<file path="src/rtl/vp_095_seq.sv">
// vp_095_seq: bus-cycle sequencer for a pair of vp_095 bridge slices.
// It runs DATI, DATO(B) and DATIO(B) peripheral cycles for central window hits and returns RPLY.
module vp_095_seq #(
    parameter int unsigned T_SETUP = 2,
    parameter int unsigned TIMEOUT = 255,
    parameter int unsigned CW      = 8
) (
    input  logic       PIN_CLK,
    input  logic       PIN_nRST,
    input  logic       PIN_nSYNCC,
    input  logic       PIN_nDINC,
    input  logic       PIN_nDOUTC,
    input  logic       PIN_nWTBTC,
    input  logic [1:0] PIN_nCMPC,
    input  logic       PIN_nRPLYP,
    output logic       PIN_nRPLYC,
    output logic       PIN_nSYNCP,
    output logic       PIN_nDINP,
    output logic       PIN_nDOUTP,
    output logic       PIN_nWTBTP,
    output logic       PIN_nDLA,
    output logic       PIN_nDLD,
    output logic       PIN_nCLD,
    output logic       PIN_nOEP,
    output logic       PIN_nOEC,
    output logic       PIN_BUSY,
    output logic       PIN_TOUT
);

    typedef enum logic [3:0] {
        S_IDLE,
        S_ADDR,
        S_SYNC,
        S_WAITDS,
        S_WDATA,
        S_WAITRP,
        S_RDLAT,
        S_RPLY,
        S_FINISH
    } state_t;

    state_t        state_q, state_d;
    logic [CW-1:0] cnt_q, cnt_d;
    logic          rd_q, rd_d;
    logic          wtbt_q, wtbt_d;
    logic          skip_q, skip_d;
    logic          cont_q, cont_d;
    logic [6:0]    meta_q, meta_d;
    logic [6:0]    sync_q, sync_d;
    logic          nsyncc_prev_q, nsyncc_prev_d;

    logic       s_nsyncc, s_ndinc, s_ndoutc, s_nwtbtc, s_nrplyp;
    logic [1:0] s_ncmpc;
    logic       sync_fall;

    always_comb begin
        meta_d        = {PIN_nSYNCC, PIN_nDINC, PIN_nDOUTC, PIN_nWTBTC, PIN_nCMPC, PIN_nRPLYP};
        sync_d        = meta_q;
        nsyncc_prev_d = sync_q[6];
        s_nsyncc      = sync_q[6];
        s_ndinc       = sync_q[5];
        s_ndoutc      = sync_q[4];
        s_nwtbtc      = sync_q[3];
        s_ncmpc       = sync_q[2:1];
        s_nrplyp      = sync_q[0];
        sync_fall     = nsyncc_prev_q & ~s_nsyncc;
    end

    always_ff @(posedge PIN_CLK or negedge PIN_nRST) begin
        if (!PIN_nRST) begin
            state_q       <= S_IDLE;
            cnt_q         <= '0;
            rd_q          <= 1'b0;
            wtbt_q        <= 1'b1;
            skip_q        <= 1'b0;
            cont_q        <= 1'b0;
            meta_q        <= '1;
            sync_q        <= '1;
            nsyncc_prev_q <= 1'b1;
        end else begin
            state_q       <= state_d;
            cnt_q         <= cnt_d;
            rd_q          <= rd_d;
            wtbt_q        <= wtbt_d;
            skip_q        <= skip_d;
            cont_q        <= cont_d;
            meta_q        <= meta_d;
            sync_q        <= sync_d;
            nsyncc_prev_q <= nsyncc_prev_d;
        end
    end

    always_comb begin
        state_d = state_q;
        cnt_d   = '0;
        rd_d    = rd_q;
        wtbt_d  = wtbt_q;
        skip_d  = skip_q;
        cont_d  = cont_q;
        if (s_nsyncc) begin
            skip_d = 1'b0;
        end
        unique case (state_q)
            S_IDLE: begin
                if (sync_fall && !skip_q) begin
                    if (s_ncmpc == 2'b00) begin
                        state_d = S_ADDR;
                    end else begin
                        skip_d = 1'b1;
                    end
                end
            end
            // One latch clock followed by T_SETUP clocks of address drive.
            S_ADDR: begin
                if (cnt_q == CW'(T_SETUP)) begin
                    state_d = S_SYNC;
                end else begin
                    cnt_d = cnt_q + CW'(1);
                end
            end
            S_SYNC: state_d = S_WAITDS;
            S_WAITDS: begin
                cont_d = 1'b0;
                if (!s_ndinc) begin
                    rd_d    = 1'b1;
                    state_d = S_WAITRP;
                end else if (!s_ndoutc) begin
                    rd_d    = 1'b0;
                    wtbt_d  = s_nwtbtc;
                    state_d = S_WDATA;
                end else if (s_nsyncc) begin
                    state_d = S_FINISH;
                end
            end
            S_WDATA: begin
                if (cnt_q == CW'(T_SETUP - 1)) begin
                    state_d = S_WAITRP;
                end else begin
                    cnt_d = cnt_q + CW'(1);
                end
            end
            S_WAITRP: begin
                if (!s_nrplyp) begin
                    state_d = rd_q ? S_RDLAT : S_RPLY;
                end else if (cnt_q == CW'(TIMEOUT - 1)) begin
                    state_d = S_FINISH;
                end else begin
                    cnt_d = cnt_q + CW'(1);
                end
            end
            S_RDLAT: begin
                if (cnt_q == CW'(1)) begin
                    state_d = S_RPLY;
                end else begin
                    cnt_d = cnt_q + CW'(1);
                end
            end
            S_RPLY: begin
                if (s_ndinc && s_ndoutc) begin
                    cont_d  = ~s_nsyncc;
                    state_d = S_FINISH;
                end
            end
            // Also the DATIO turnaround: with SYNC still low, wait out RPLYP and take the next strobe.
            S_FINISH: begin
                if (s_nrplyp) begin
                    if (s_nsyncc) begin
                        state_d = S_IDLE;
                        cont_d  = 1'b0;
                    end else if (cont_q) begin
                        state_d = S_WAITDS;
                    end
                end
            end
            default: state_d = S_IDLE;
        endcase
    end

    always_comb begin
        PIN_nRPLYC = 1'b1;
        PIN_nSYNCP = 1'b1;
        PIN_nDINP  = 1'b1;
        PIN_nDOUTP = 1'b1;
        PIN_nWTBTP = 1'b1;
        PIN_nDLA   = 1'b1;
        PIN_nDLD   = 1'b1;
        PIN_nCLD   = 1'b1;
        PIN_nOEP   = 1'b1;
        PIN_nOEC   = 1'b1;
        PIN_BUSY   = (state_q != S_IDLE);
        PIN_TOUT   = 1'b0;
        unique case (state_q)
            S_IDLE: ;
            S_ADDR: begin
                PIN_nOEP = 1'b0;
                PIN_nDLA = (cnt_q != '0);
            end
            S_SYNC: begin
                PIN_nSYNCP = 1'b0;
                PIN_nOEP   = 1'b0;
            end
            S_WAITDS: PIN_nSYNCP = 1'b0;
            S_WDATA: begin
                PIN_nSYNCP = 1'b0;
                PIN_nOEP   = 1'b0;
                PIN_nDLD   = (cnt_q != '0);
            end
            S_WAITRP: begin
                PIN_nSYNCP = 1'b0;
                PIN_TOUT   = s_nrplyp && (cnt_q == CW'(TIMEOUT - 1));
                if (rd_q) begin
                    PIN_nDINP = 1'b0;
                end else begin
                    PIN_nDOUTP = 1'b0;
                    PIN_nWTBTP = wtbt_q;
                    PIN_nOEP   = 1'b0;
                end
            end
            S_RDLAT: begin
                PIN_nSYNCP = 1'b0;
                PIN_nDINP  = 1'b0;
                PIN_nCLD   = (cnt_q != '0);
                PIN_nOEC   = (cnt_q == '0);
            end
            S_RPLY: begin
                PIN_nSYNCP = 1'b0;
                PIN_nRPLYC = 1'b0;
                if (rd_q) begin
                    PIN_nDINP = 1'b0;
                    PIN_nOEC  = 1'b0;
                end else begin
                    PIN_nDOUTP = 1'b0;
                    PIN_nWTBTP = wtbt_q;
                    PIN_nOEP   = 1'b0;
                end
            end
            S_FINISH: PIN_nSYNCP = 1'b0;
            default: ;
        endcase
    end

endmodule

</file>
<file path="config.mk">
export PLATFORM = sky130hd
export DESIGN_NAME = vp_095_seq
export DESIGN_NICKNAME = d
export VERILOG_FILES = /design/src/rtl/vp_095_seq.sv
export SDC_FILE = /design/constraint.sdc
export NUM_CORES = 1
export LEC_CHECK = 0
export CAP_MARGIN = 15
export CORE_UTILIZATION = 53
export DETAILED_ROUTE_END_ITERATION = 7
export PLACE_DENSITY_LB_ADDON = 0.3
export SYNTH_ARGS = -nofsm -noshare
export SYNTH_HDL_FRONTEND = slang
export SYNTH_SLANG_ARGS = --single-unit
export TNS_END_PERCENT = 50
</file>
<file path="constraint.sdc">
create_clock -name PIN_CLK -period 2.6 [get_ports PIN_CLK]
set_input_delay 0.39 -clock PIN_CLK [delete_from_list [all_inputs] [get_ports PIN_CLK]]
set_output_delay 0.39 -clock PIN_CLK [all_outputs]
set_load 0.01 [all_outputs]
</file>
==> reports/metrics.cfg, run 1 <==
[detailed_routing]
drc_errors = 0
drt_wl_total_mm = 3.02
vias_per_cell = 5.76
avgRoutedWirePerCell_um = 14.6
dr.first_iter.drc_count = 30
num_vias = 1192
dr.pass1.iters = 4
antenna_left = 0

[critical_path]
cp.required_ns = 2.21
worstSetupStartpointType = register
rr_endpoint = state_q[3]
cp-startpoint = cnt_q[3]
cp_top_family = simple AND/OR/NAND/NOR gates
rrSetupSlack_ns = 0.33
path_class = reg2out
crit_slowest_cell = or4_1
crit_buf_inv = 1
r2r_start = state_q[3]
rr_worst_depth = 5
cp_max_fo = 3
max_stage_delay_ns = 0.54
endpoint = PIN_nOEC
crit_chain = or4_1 -> nor3_2 -> and2_1 -> o21ai_0 -> nand3_1 -> dlygate4sd2_1
worstSetupEndpointType = output port
crit_cells = 6
crit_arrival_ns = 2.11

[clock_tree]
cts_tree = done
h-tree-depth = 2
numClockSinks = 31
numCtsBuffers = 5
clk_latency_ns = 0.32
clk_pin_slew_ns = 0.10
cts-root-buf = clkbuf_4
cts.path.max_buffers = 2

[placement]
hpwl_mm = 2.06
io_buffer_count = 20
gp_congestion = 0.859
placed_cell_area_um2 = 1800

[grt]
grt_usage_pct = 20.7
grt_antenna_before_repair = 0
grt_max_degree = 32
grt_overflow_total = 0
grt_pass1_wl_mm = 4.80
grt_pass1_vias = 1033

[synthesis]
synth_cell_types = 47
synth_most_common_cell = nor2_1
synth_warnings = 0
synth_top_area_share_pct = 27.1
ys_seq_area_share_pct = 51.4
synth_nets = 160
synth.avg_cell_area_um2 = 10.5
async_flop_share_pct = 100
yosysTopAreaCell = dfstp_2
synth_seq_cells = 31
syn-instance-count = 147
synth_top_cells_by_area = dfstp_2 (27%), dfrtp_1 (24%), nor2_1 (4.1%)
yosys-top-cells-count = nor2_1 (17), dfstp_2 (16), dfrtp_1 (15)
ys.flop_type = dfstp_2
synth_edf_count = 0
netlist_area_um2 = 1550

[finish]
nNetsFinal = 188
antenna_cells = 0
regArea_um2 = 797
syn2layout_area_growth_pct = 22.8
finalInstanceArea_um2 = 1900
drive_gt1_share_pct = 25.6
fill_cells = 210
multiInputGateArea_um2 = 709

[pwr]
p_total_uw = 1950
power_leakage_uw = 0.000779
vdd_drop_max_uv = 722
power.density_nw_per_um2 = 1020
p_seq_share_pct = 35.9
p_clk_share_pct = 19.7
comb_power_share_pct = 44.4
internal_power_uw = 1230
switching_share_pct = 37.0
power_switching_uw = 721

[flow_run]
maxCapViolCount = 0

[sta]
maxSlewViolCount = 0
post-route-period-util_pct = 96.0
hold_violations = 0
finalSetupViolCount = 0
fin_worst_skew_ns = 0.0118
worst_pin_slew_ns = 0.583
rsz0062_at_grt = no
fin_tns_setup_ns = 0
relSlewSlack_pct = 60.6
fmax_ghz = 0.401
fin_crit_ns = 2.50

[floorplan]
ios = 21
rows = 19
dieArea_um2 = 3140
start_util_pct = 56.2
die_h_um = 56.1
core_area_um2 = 2760
die_w_um = 56.1

[hold_path]
hold_path.class = reg2reg

[outcome]
status = completed

## logic make-up after synthesis
kind of cell,share of synthesized area (%)
fa+ha+maj,3.23
xor+xnor,3.96
buf+inv,2.83
mux,2.91
compound gates,11.4
simple gates,24.3
flops,51.4
## worst min-delay path by stage
stage,start,end,slack (ns),cells past startpoint
3_3_place_gp,meta_q[1],sync_q[1],0.35,0
5_1_grt,meta_q[0],sync_q[0],0.37,0
3_5_place_dp,meta_q[0],sync_q[0],0.35,0
6_report,meta_q[4],sync_q[4],0.35,0
4_1_cts,meta_q[4],sync_q[4],0.35,0
2_1_floorplan,PIN_nRST,cnt_q[0],0.09,0
## through the flow
step | hold WS (ns) | utilization (%) | cells | setup slack (ns)
floorplan | 0.0944 | - | 147 | 0.662
global placement | 0.345 | 65.2 | 196 | 0.255
detailed placement | 0.348 | 65.2 | 196 | 0.213
CTS | 0.350 | 68.9 | 207 | 0.0603
global route | 0.365 | 69.0 | 207 | 0.0279
finish | 0.354 | 69.0 | 207 | 0.105
## final cells by class
| class | instances | share of cell area, % |
|---|---|---|
| Clock buffer | 6 | 2.70 |
| Clock inverter | 2 | 1.84 |
| Inverter | 4 | 0.789 |
| Multi-Input combinational cell | 105 | 37.3 |
| Sequential cell | 31 | 41.9 |
| Tap cell | 31 | 2.04 |
| Timing Repair Buffer | 28 | 13.4 |
## flip-flops by register name, indices dropped and copies added (netlist names)
signal	count
state_q	4
sync_q	7
rd_q	1
cnt_q	8
nsyncc_prev_q	1
cont_q	1
skip_q	1
meta_q	7
wtbt_q	1
## timing repair
action,in CTS,in global routing
setup endpoints to repair,4,4
buffers inserted,3,0
resized for setup,4,1
hold buffers,0,0
pin swaps,1,0
## placed cells by master, fill, tap and decap left out, types with 3 or more instances in the layout
master / synthesis / final
nor2_1: 17 / 17
clkdlybuf4s50_1: 0 / 16
dfstp_2: 16 / 16
dfrtp_1: 15 / 14
nand2_1: 12 / 12
buf_4: 0 / 8
nand3_1: 7 / 7
nor2b_1: 5 / 5
a21oi_1: 5 / 5
xor2_1: 5 / 5
clkbuf_4: 0 / 5
inv_1: 4 / 4
o21ai_0: 4 / 4
mux2_2: 4 / 4
ha_1: 4 / 4
dlygate4sd2_1: 0 / 4
nand4_1: 3 / 3
and3_1: 3 / 3
nand2b_1: 3 / 3
## layer usage
layer	vias up	global-route usage [%]	routed length, um
li1	579	-	-
met3	6	7.44	189
met2	46	29.1	1390
met5	-	0	0
met1	561	28.9	1390
met4	0	8.71	52
## power groups by stage
stage | combinational (uW) | sequential (uW) | clock [uW]
6_report | 864 | 699 | 383
5_1_grt | 940 | 719 | 418
4_1_cts | 859 | 695 | 399
3_5_place_dp | 854 | 702 | 0
3_3_place_gp | 838 | 699 | 0
2_1_floorplan | 644 | 624 | 0
No activity file was read; power rests on OpenSTA's default activity.
==> run 2: changes to the inputs <==
Settings changed: CORE_UTILIZATION 53 to 35, SKIP_LAST_GASP from default to 1.
==> run 2 against run 1 <==
Compared with the run above: the run now ends with negative setup slack left; setup slack got worse by 0.19 ns; flip-flop and latch count did not move; utilization fell by 22 points; critical path depth did not move; design area rose by 0.86%; worst hold slack got worse by 0.0014 ns; first-iteration DRC count rose by 110%; combinational power rose by 2.9%.
==> reports/metrics.cfg, run 2 (same netlist as run 1, synthesis figures left out) <==
[outcome]
status = complete, but fails checks
violations = negative setup slack

[clock_tree]
cts-root-buf = clkbuf_8
cts_tree = done
clk_pin_slew_ns = 0.07  ; -0.03 ns
h-tree-depth = 2  ; unchanged
clk_latency_ns = 0.29  ; -0.03 ns
ctsHoldBuffers = 0  ; unchanged
numClockSinks = 31  ; unchanged
numCtsBuffers = 5  ; unchanged
cts.path.max_buffers = 2  ; unchanged

[hold_path]
min_from = meta_q[5]
min_to = sync_q[5]
hold_path_depth = 0  ; unchanged
hold_path.class = reg2reg

[pwr]
vdd_drop_max_uv = 370  ; -49%
internal_power_uw = 1190  ; -2.8%
power_leakage_uw = 0.000766  ; -1.7%
p_clk_share_pct = 19.2  ; -0.5 points
switching_share_pct = 38.7  ; +1.7 points
power_switching_uw = 753  ; +4.4%
comb_power_share_pct = 45.7  ; +1.3 points
power.density_nw_per_um2 = 1010  ; -0.94%
p_seq_share_pct = 35.1  ; -0.8 points

[floorplan]
start_util_pct = 37.6  ; -19 points
dieArea_um2 = 4700  ; +49%
die_w_um = 68.5  ; +22%
rows = 23  ; +4
ios = 21  ; unchanged
die_h_um = 68.5  ; +22%
core_area_um2 = 4120  ; +49%

[placement]
hpwl_mm = 2.32  ; +13%
gp_congestion = 0.852  ; -0.90%
io_buffer_count = 20  ; unchanged

[sta]
whs_ns = 0.352  ; -0.00141 ns
fin_worst_skew_ns = 0.00674  ; -0.00508 ns
fmax_ghz = 0.372  ; -7.1%
maxSlewViolCount = 0  ; unchanged
hold_violations = 0  ; unchanged
finalSetupViolCount = 1  ; +1
setup_ws_ns = -0.0864  ; -0.191 ns
fin_crit_ns = 2.69  ; +0.191 ns
relSlewSlack_pct = 65.4  ; +4.9 points
worst_pin_slew_ns = 0.511  ; -0.0721 ns
rsz0062_at_grt = yes
post-route-period-util_pct = 103  ; +7.3 points
fin_tns_setup_ns = -0.0864  ; -0.0864 ns

[finish]
multiInputGateArea_um2 = 709  ; unchanged
mostFrequentLayoutCells = clkdlybuf4s50_1 (18), nor2_1 (17), dfstp_2 (16)
antenna_cells = 0  ; unchanged
fill_cells = 392  ; +87%
drive_gt1_share_pct = 24.1  ; -1.4 points
largest_reg_flops = 8  ; unchanged
top_register = cnt_q
biggestRegsByFlops = cnt_q (8), meta_q (7), sync_q (7)
layout_commonest_cell = clkdlybuf4s50_1
regArea_um2 = 796  ; -0.16%
nNetsFinal = 186  ; -1.1%
syn2layout_area_growth_pct = 23.8

[critical_path]
path_class = reg2out
crit_arrival_ns = 2.30  ; +0.19 ns
rr_worst_depth = 6  ; +1
rrSetupSlack_ns = 0.40  ; +0.07 ns
worstSetupEndpointType = output port
crit_chain = or4_1 -> nor3_2 -> buf_4 -> and3_1 -> nand2_1 -> clkdlybuf4s50_1
crit_slowest_cell = or4_1
max_stage_delay_ns = 0.54  ; about the same
worstSetupStartpointType = register
cp.required_ns = 2.21  ; about the same
r2r_start = cnt_q[3]
cp_max_fo = 5  ; +2
rr_endpoint = state_q[2]

[detailed_routing]
num_vias = 1220  ; +2.3%
drc_errors = 0  ; unchanged
antenna_left = 0  ; unchanged
vias_per_cell = 5.45  ; -5.4%
dr.pass1.iters = 4  ; unchanged
drt_wl_total_mm = 3.26  ; +8.0%
avgRoutedWirePerCell_um = 14.5  ; -0.24%
dr.first_iter.drc_count = 63  ; +110%

[grt]
grt_overflow_total = 0  ; unchanged
grt_pass1_wl_mm = 5.41  ; +13%
grt_max_degree = 32  ; unchanged
grt_antenna_before_repair = 0  ; unchanged
grt_pass1_vias = 1181  ; +14%
grt_usage_pct = 16.4  ; -4.2 points

[flow_run]
maxCapViolCount = 0  ; unchanged

-- run 2: changes by cell type in the layout (fill, tap and decap cells not counted), sizes merged --
cell           change
buf                -2
clkbuf             -1
clkinvlp           +2
dlymetal6s2s       +1
clkdlybuf4s50      +2
bufinv             -1
dlygate4sd2        -3
-- run 2: metal layers --
layer	up-vias	wire [um]	GRT usage, %
met3	9	225	5.10
met2	50	1580	26.0
met1	590	1370	19.6
met4	0	80	9.64
met5	-	0	0
li1	571	-	-
-- run 2: worst max-delay path: cells and delay by family, from the launching register on --
| kind | cells | cell delay (ns) |
|---|---|---|
| buffers and inverters | 2 | 0.62 |
| flip-flops | 1 | 0.42 |
| AND/OR/NAND/NOR | 4 | 0.97 |
-- run 2: worst max-delay path by stage --
stage,startpoint,to,slack [ns],cells after the start
after global placement,cnt_q[3],PIN_nOEC,0.23,6
final,cnt_q[3],PIN_nDLD,-0.09,6
after CTS,cnt_q[3],PIN_nDLD,-0.11,6
after global routing,cnt_q[3],PIN_nDLD,-0.19,6
after floorplan,nsyncc_prev_q,state_q[1],0.66,5
after detailed placement,cnt_q[3],PIN_nOEC,0.18,6
-- run 2: repair_timing --
action                     CTS  global route
setup buffers                1             0
pin swaps                    1             0
setup endpoints to repair    3             3
resized for setup            1             1
-- run 2: area by class of cell --
type	instances	area share, %
Clock inverter	3	1.04
Clock buffer	5	3.59
Multi-Input combinational cell	105	37.0
Tap cell	50	3.26
Timing Repair Buffer	26	12.9
Inverter	4	0.783
Sequential cell	31	41.5
-- run 2: power by group through the flow --
| stage | sequential (uW) | clock, uW | combinational (uW) |
|---|---|---|---|
| detailed placement | 688 | 0 | 881 |
| global route | 699 | 407 | 979 |
| finish | 683 | 372 | 889 |
| CTS | 680 | 388 | 888 |
| global placement | 684 | 0 | 861 |
| floorplan | 624 | 0 | 644 |
-- run 2: through the flow --
| stage | power (uW) | util, % | cells | setup WS [ns] | cell area, um2 |
|---|---|---|---|---|---|
| after global routing | 2090 | 46.6 | 224 | -0.189 | 1920 |
| after floorplan | 1270 | - | 147 | 0.662 | 1550 |
| after detailed placement | 1570 | 44.2 | 215 | 0.183 | 1820 |
| after global placement | 1540 | 44.2 | 215 | 0.232 | 1820 |
| after CTS | 1960 | 46.5 | 224 | -0.107 | 1920 |
| final | 1940 | 46.6 | 224 | -0.0864 | 1920 |
